`config.mk`:
```
export PLATFORM = sky130hd
export DESIGN_NAME = alu_op_sequencer_flat
export DESIGN_NICKNAME = d
export VERILOG_FILES = /design/src/rtl/alu_op_sequencer_if.sv /design/src/rtl/alu_op_sequencer.sv /design/src/flat_wrapper.sv
export SDC_FILE = /design/constraint.sdc
export NUM_CORES = 1
export LEC_CHECK = 0
export ABC_AREA = 1
export CAP_MARGIN = 20
export CORE_ASPECT_RATIO = 2
export CORE_UTILIZATION = 41
export CTS_CLUSTER_DIAMETER = 30
export DETAILED_ROUTE_END_ITERATION = 8
export GPL_TIMING_DRIVEN = 0
export PLACE_DENSITY_LB_ADDON = 0.25
export SLEW_MARGIN = 20
export SYNTH_ARGS = -nofsm -noshare
export SYNTH_HDL_FRONTEND = slang
export SYNTH_SLANG_ARGS = --single-unit
```
`constraint.sdc`:
```
create_clock -name clk -period 2.4 [get_ports clk]
set_input_delay 0.36 -clock clk [delete_from_list [all_inputs] [get_ports clk]]
set_output_delay 0.36 -clock clk [all_outputs]
set_load 0.05 [all_outputs]
```
`src/rtl/alu_op_sequencer_if.sv`:
```
// alu_op_sequencer_if: host command/response handshake bundle
interface alu_op_sequencer_if #(
    parameter int WIDTH = 8,
    parameter int OPW = 3
);
    logic cmd_valid, cmd_ready, cmd_load;
    logic [OPW-1:0] cmd_op;
    logic [WIDTH-1:0] cmd_b;
    logic rsp_valid, rsp_ready, rsp_carry, rsp_zero;
    logic [WIDTH-1:0] rsp_result;
    modport master (
        output cmd_valid, cmd_load, cmd_op, cmd_b, rsp_ready,
        input cmd_ready, rsp_valid, rsp_result, rsp_carry, rsp_zero
    );
    modport slave (
        input cmd_valid, cmd_load, cmd_op, cmd_b, rsp_ready,
        output cmd_ready, rsp_valid, rsp_result, rsp_carry, rsp_zero
    );
endinterface

```
`src/rtl/alu_op_sequencer.sv`:
```
// alu_op_sequencer: accumulator-based command driver for a combinational ALU
module alu_op_sequencer #(
    parameter int WIDTH = 8,
    parameter int OPW = 3
) (
    input  logic             clk,
    input  logic             rst,
    alu_op_sequencer_if.slave bus,
    output logic [15:0]      op_count,
    output logic [WIDTH-1:0] alu_a,
    output logic [WIDTH-1:0] alu_b,
    output logic [OPW-1:0]   alu_s,
    input  logic [WIDTH-1:0] alu_result,
    input  logic             alu_carry
);
    typedef enum logic [1:0] {IDLE, EXEC, RESP} state_t;
    state_t state, state_n;
    logic [WIDTH-1:0] acc;
    logic accept;
    always_ff @(posedge clk) state <= rst ? IDLE : state_n;
    always_comb begin
        bus.cmd_ready = state == IDLE && !rst;
        bus.rsp_valid = state == RESP;
        accept = bus.cmd_valid && bus.cmd_ready;
        state_n = state;
        state_n = (state == IDLE && accept) ? (bus.cmd_load ? RESP : EXEC) :
                  state == EXEC ? RESP :
                  (state == RESP && bus.rsp_ready) ? IDLE : state;
    end
    // rsp_valid is the RESP state itself, so only the payload needs registering
    always_ff @(posedge clk) begin
        if (rst) begin
            acc <= '0;
            alu_a <= '0;
            alu_b <= '0;
            alu_s <= '0;
            bus.rsp_result <= '0;
            bus.rsp_carry <= 1'b0;
            bus.rsp_zero <= 1'b1;
            op_count <= '0;
        end else begin
            if (accept && !bus.cmd_load) begin
                alu_a <= acc;
                alu_b <= bus.cmd_b;
                alu_s <= bus.cmd_op;
            end
            if (accept && bus.cmd_load) begin
                acc <= bus.cmd_b;
                bus.rsp_result <= bus.cmd_b;
                bus.rsp_carry <= 1'b0;
                bus.rsp_zero <= bus.cmd_b == '0;
            end
            if (state == EXEC) begin
                acc <= alu_result;
                bus.rsp_result <= alu_result;
                bus.rsp_carry <= alu_carry;
                bus.rsp_zero <= alu_result == '0;
                op_count <= op_count + {15'd0, ~&op_count};
            end
        end
    end
endmodule

```
`src/flat_wrapper.sv`:
```
// flat-port wrapper written by rule: the top's interface ports become plain ports
module alu_op_sequencer_flat 
#(
    parameter int WIDTH = 8,
    parameter int OPW = 3
)
  (clk, rst, op_count, alu_a, alu_b, alu_s, alu_result, alu_carry, bus_cmd_valid, bus_cmd_load, bus_cmd_op, bus_cmd_b, bus_rsp_ready, bus_cmd_ready, bus_rsp_valid, bus_rsp_result, bus_rsp_carry, bus_rsp_zero);
  alu_op_sequencer_if #(.WIDTH(WIDTH), .OPW(OPW)) bus_i ();
  input  logic clk;
  input  logic rst;
  output logic [15:0] op_count;
  output logic [WIDTH-1:0] alu_a;
  output logic [WIDTH-1:0] alu_b;
  output logic [OPW-1:0] alu_s;
  input  logic [WIDTH-1:0] alu_result;
  input  logic alu_carry;
  input wire logic [$bits(bus_i.cmd_valid)-1:0] bus_cmd_valid;
  input wire logic [$bits(bus_i.cmd_load)-1:0] bus_cmd_load;
  input wire logic [$bits(bus_i.cmd_op)-1:0] bus_cmd_op;
  input wire logic [$bits(bus_i.cmd_b)-1:0] bus_cmd_b;
  input wire logic [$bits(bus_i.rsp_ready)-1:0] bus_rsp_ready;
  output wire logic [$bits(bus_i.cmd_ready)-1:0] bus_cmd_ready;
  output wire logic [$bits(bus_i.rsp_valid)-1:0] bus_rsp_valid;
  output wire logic [$bits(bus_i.rsp_result)-1:0] bus_rsp_result;
  output wire logic [$bits(bus_i.rsp_carry)-1:0] bus_rsp_carry;
  output wire logic [$bits(bus_i.rsp_zero)-1:0] bus_rsp_zero;
  assign bus_i.cmd_valid = bus_cmd_valid;
  assign bus_i.cmd_load = bus_cmd_load;
  assign bus_i.cmd_op = bus_cmd_op;
  assign bus_i.cmd_b = bus_cmd_b;
  assign bus_i.rsp_ready = bus_rsp_ready;
  assign bus_cmd_ready = bus_i.cmd_ready;
  assign bus_rsp_valid = bus_i.rsp_valid;
  assign bus_rsp_result = bus_i.rsp_result;
  assign bus_rsp_carry = bus_i.rsp_carry;
  assign bus_rsp_zero = bus_i.rsp_zero;
  alu_op_sequencer #(.WIDTH(WIDTH), .OPW(OPW)) u_core (.clk(clk), .rst(rst), .bus(bus_i), .op_count(op_count), .alu_a(alu_a), .alu_b(alu_b), .alu_s(alu_s), .alu_result(alu_result), .alu_carry(alu_carry));
endmodule
```
---- After elaboration in Yosys (flattened, before gate mapping) ----
Index checks and enable logic that the tools add are counted.
word-level totals
  bits in writable memories ............... 0
  output and inout port bits .............. 47
  bits in registers ....................... 47
  bits in latches ......................... 0
  ROM bits ................................ 0
  input bits .............................. 25
  word-level logic and storage cells ...... 36
  memories kept ........................... 0
cells by class
  $mul .................................... 0
  divide/modulo/power cells ............... 0
  shift operators ......................... 0
  reduce and logical (&&, ||, !) cells .... 15
  $lt $le $gt $ge ......................... 0
  add/sub/neg operators ................... 1
  mux-type cells .......................... 10
  equal/unequal tests ..................... 2
  bitwise logic cells ..................... 0
operator list
  operator              number
  $add A16 B1 Y16       1
  $logic_not A8 Y1      2
  $mux W8               2
  $reduce_and A16 Y1    1
  $mux W2               4
  $logic_and A1 B1 Y1   6
  $mux W1               4
  $logic_not A1 Y1      3
  $reduce_bool A3 Y1    1
  $eq A2 B1 Y1 const B  1
  $eq A2 B2 Y1 const B  1
  $logic_not A2 Y1      1
  $reduce_bool A2 Y1    1

---- Longest topological paths before layout ----
  depth after elaboration ................. 6
  gate-level depth with buffers ........... 12
  mapped depth without buffers ............ 12

---- Worst setup path after synthesis ----
OpenSTA, ideal clock, no wires.
  path kind ............................... reg2reg
  start ................................... register u_core.op_count[7]
  end ..................................... register u_core.op_count[4]
  setup time .............................. 0.147 ns
  setup slack ............................. 0.107 ns
  buffers on the path ..................... 0
  required time ........................... 2.253 ns
  data arrival time ....................... 2.146 ns
  clock period less this slack ............ 2.293 ns
  cell stages (with the launch flop) ...... 11
  path through ............................ dfxtp_1 -> nand2_1 -> nor2_1 -> nand2_1 -> or3_1 -> ha_1 -> ha_1 -> nand2_1 -> nor2_2 -> o21ai_0 -> a21oi_1
on the way
  word-level cells in the longest chain between the ends .. 3
RTL lines
  item                    line                    source
  from (decl)             alu_op_sequencer.sv:9   output logic [15:0] op_count,
  from (signal assigned)  alu_op_sequencer.sv:58  op_count <= op_count + {15'd0, ~&op_count};
  $reduce_and A16 Y1      alu_op_sequencer.sv:58
  $logic_not A1 Y1        alu_op_sequencer.sv:58
  $add A16 B1 Y16         alu_op_sequencer.sv:58
No other way between the ends.
A chain may end at the register's enable or synchronous reset.

---- Final worst setup path ----
  start ................................... input port rst
  end ..................................... output port bus_cmd_ready
on the way
  word-level cells in the longest chain between the ends .. 2
RTL lines
  item                 line                    source
  from (decl)          flat_wrapper.sv:10      input logic rst;
  $logic_not A1 Y1     alu_op_sequencer.sv:22  bus.cmd_ready = state == IDLE && !rst;
  $logic_and A1 B1 Y1  alu_op_sequencer.sv:22
  to (decl)            flat_wrapper.sv:22      output wire logic [$bits(bus_i.cmd_ready)-1:0] bus_cmd_ready;
No other way between the ends.

==> impl_results.md <==
- Status: finished clean
- Antenna viol nets, final: 0
- Drt first pass iters: 4
- RSZ-0062 raised after global routing: no
- Met1 Track Usage GR: 0.225
- Clk_skew: 11.5 ps
- Die area: 5660 sq um
- DR iter-0 viols: 58
- M2 GR Usage: 0.421
- Max cap viols: 0
- Slowest stage delay, CP: 560 ps
- Worst-Margin Slew: 551 ps
- Area growth from synthesis to layout: 39.6%
- Initial core utilization: 0.427
- IO Count: 72
- Slew Viols, Final: 0
- Total grt overflow: 0
- Power, Total: 1.66 mW
- Top cells by instance count after synthesis: nand2_1 (56), nor2_1 (48), dfxtp_1 (47)
- Fmax: 0.451 GHz
- Vias per cell: 5.14
- Worst min path class: reg2reg
- Slew Limit Headroom: 0.632
- Final WL: 5.99 mm
- Critical Path AT: 1860 ps
- Diodes inserted: 0
- Share of layout cells above drive strength 1: 0.0709
- # fillers: 497
- Clock sink total: 47
- Largest net degree at the start of global routing: 14
- Leakage: 1.20 nW
- Yosys cell types: 27
- Core Region: 5140 sq um
- Synth warnings: 0
- Crit path cell chain: clkdlybuf4s50_1 > clkbuf_1 > nor3_1 > dlygate4sd2_1
- CP top delay family: buffers and inverters
- CP endpoint kind: output port
- Top FF cell, synth: dfxtp_1
- Tcrit/Tclk final: 0.924
- Pwr dens: 540 nW/um^2
- Synth Area in Adders: 0.0171
- Synth top area cells: dfxtp_1 (43%), nand2_1 (9.6%), nor2_1 (8.2%)
- Syn_area_per_cell: 6.92 sq um
- Critical path type: in2out
- Synthesized area: 2190 sq um
- Reg2reg start: u_core.op_count[7]$_SDFFE_PP0P_
- Die extent in y: 105 um
- Total Nets Final: 423
- GP Congestion: 0.887
- Clock slew at reported path FFs: 90 ps
- Worst setup SP type: input pin
- Port-buffer cells: 71
- Min-delay src: u_core.alu_s[2]$_SDFFE_PP0P_
- Routing usage on met3: 0.0361
- Cell row count: 37
- Largest fanout on the critical path: 10
- Routed vias: 2328
- Total CTS buffers: 5
- Average wire per standard cell: 13.2 um
- Worst-skew pair later-pin latency: 300 ps
- Initial antenna violation count: 0
- Crit path time final: 2220 ps
- Post-synth top area share: 0.429
- Seq/Total Area, Yosys: 0.429
- Die Wd: 53.7 um
- R2R Setup Slk: 270 ps
- WP buf/inv: 3
- DP HPWL: 4.69 mm
- Synth async-reset ratio: 0
- Area share of xor/xnor cells in the synthesized design: 0.00399
- CP required: 2040 ps
- Post-CTS Setup Inserts: 0
- Design area: 3060 sq um
- Top Usage Layer GRT: met2
- Post-synthesis compound-gate area fraction: 0.147
- Post-synth EDFFs: 0
- First-pass GRT wire length: 9.73 mm
- CTS root buf: clkbuf_8
- Largest family of logic cells by synthesized area: simple AND/OR/NAND/NOR gates
- CTS tree: built
- Final hold slack: 450 ps
- Mapped Cells: 317
- Setup crit start: rst
- #FFs+latches synth: 47
- Final hold vios: 0
- H-tree Lvls: 2
- Area after DPL: 2980 sq um
- Synth Net Count: 345
- DRC: 0
- Post-synthesis mux area share: 0
- Most frequent cell after synthesis: nand2_1
- Max rail drop VDD: 0.362 mV
- Largest area contributor in the netlist: dfxtp_1
- Synth Area in Simple Gates: 0.294
- GRT Overall Usage: 0.235
- Vias in the first global route: 2255
- Final setup fails: 0
- Clock Tree Buf Depth: 2
- CP max stage cell: dlygate4sd2_1
state kept, by name, indices dropped and copies added (netlist names):
register and count:
u_core.alu_a 8, u_core.state 2, u_core.alu_s 3, u_core.bus.rsp_zero 1, u_core.op_count 16, u_core.alu_b 8
u_core.bus.rsp_carry 1, u_core.acc 8
layout make-up:
cell class	count	area, sq um	area share
Tap cell	58	72.6	0.0237
Multi-Input combinational cell	213	1010	0.331
Sequential cell	47	941	0.307
Clock inverter	1	5.00	0.00163
Clock buffer	6	82.6	0.0270
Buffer	12	70.1	0.0229
Inverter	45	169	0.0551
Timing Repair Buffer	71	709	0.232
timing repair:
item / CTS / global route
hold buffers: 0 / 0
setup endpoints to repair: 1 / 0
gates resized for setup: 1 / 0
hold endpoints to repair: 0 / 0
metrics by stage:
| stage | setup WS (ps) | setup TNS, ps | util | std cells |
|---|---|---|---|---|
| after floorplan | 107 | 0 | - | 317 |
| after detailed placement | -99.2 | -99.2 | 0.579 | 446 |
| after global placement | -146 | -146 | 0.579 | 446 |
| after global routing | 57.4 | 0 | 0.596 | 453 |
| final | 182 | 0 | 0.596 | 453 |
| after CTS | 154 | 0 | 0.596 | 453 |
worst min-delay path, cell delays in order (launching register included):
cell,delay (ps)
dfxtp_1,320
inv_1,50
a21oi_1,50
routing by layer:
layer | vias up | routed length (um)
met5 | - | 0
met4 | 0 | 301
met3 | 24 | 230
met2 | 80 | 3310
met1 | 1060 | 2150
li1 | 1164 | -
path summary, 6_finish.rpt:
check                                     to  cells past startpoint
max                            bus_cmd_ready                      4
min             u_core.alu_s[2]$_SDFFE_PP0P_                      2
min reg2reg     u_core.alu_s[2]$_SDFFE_PP0P_                      2
max reg2reg  u_core.op_count[8]$_SDFFE_PP0P_                     11
power breakdown:
part           switching (mW)  total, mW  internal (mW)
sequential             0.0221      0.831          0.809
clock                   0.273      0.500          0.227
combinational           0.202      0.324          0.123
cell usage in the layout (no fill, tap or decap), types with 2 or more instances in the layout:
cell and count:
buf_2 5, nor3_1 2, nor2_2 5, o21ai_0 29, inv_1 43, nand2_2 2
clkdlybuf4s50_1 70, a21oi_1 34, clkbuf_8 6, nor2_1 48, inv_2 2, ha_1 3
clkbuf_1 3, buf_6 2, dfxtp_1 47, nand3_1 20, nand4_1 5, nand2_1 56
cell families (layout without fill, tap and decap cells):
logic type               after synthesis  after routing
XOR/XNOR                               1              1
AND/OR/NAND/NOR                      145            145
AO/OA/AOI/OAI                         64             64
flip-flops                            47             47
buffers and inverters                 57            135
adder cells (fa/ha/maj)                3              3
No activity file was read; power rests on OpenSTA's default activity.
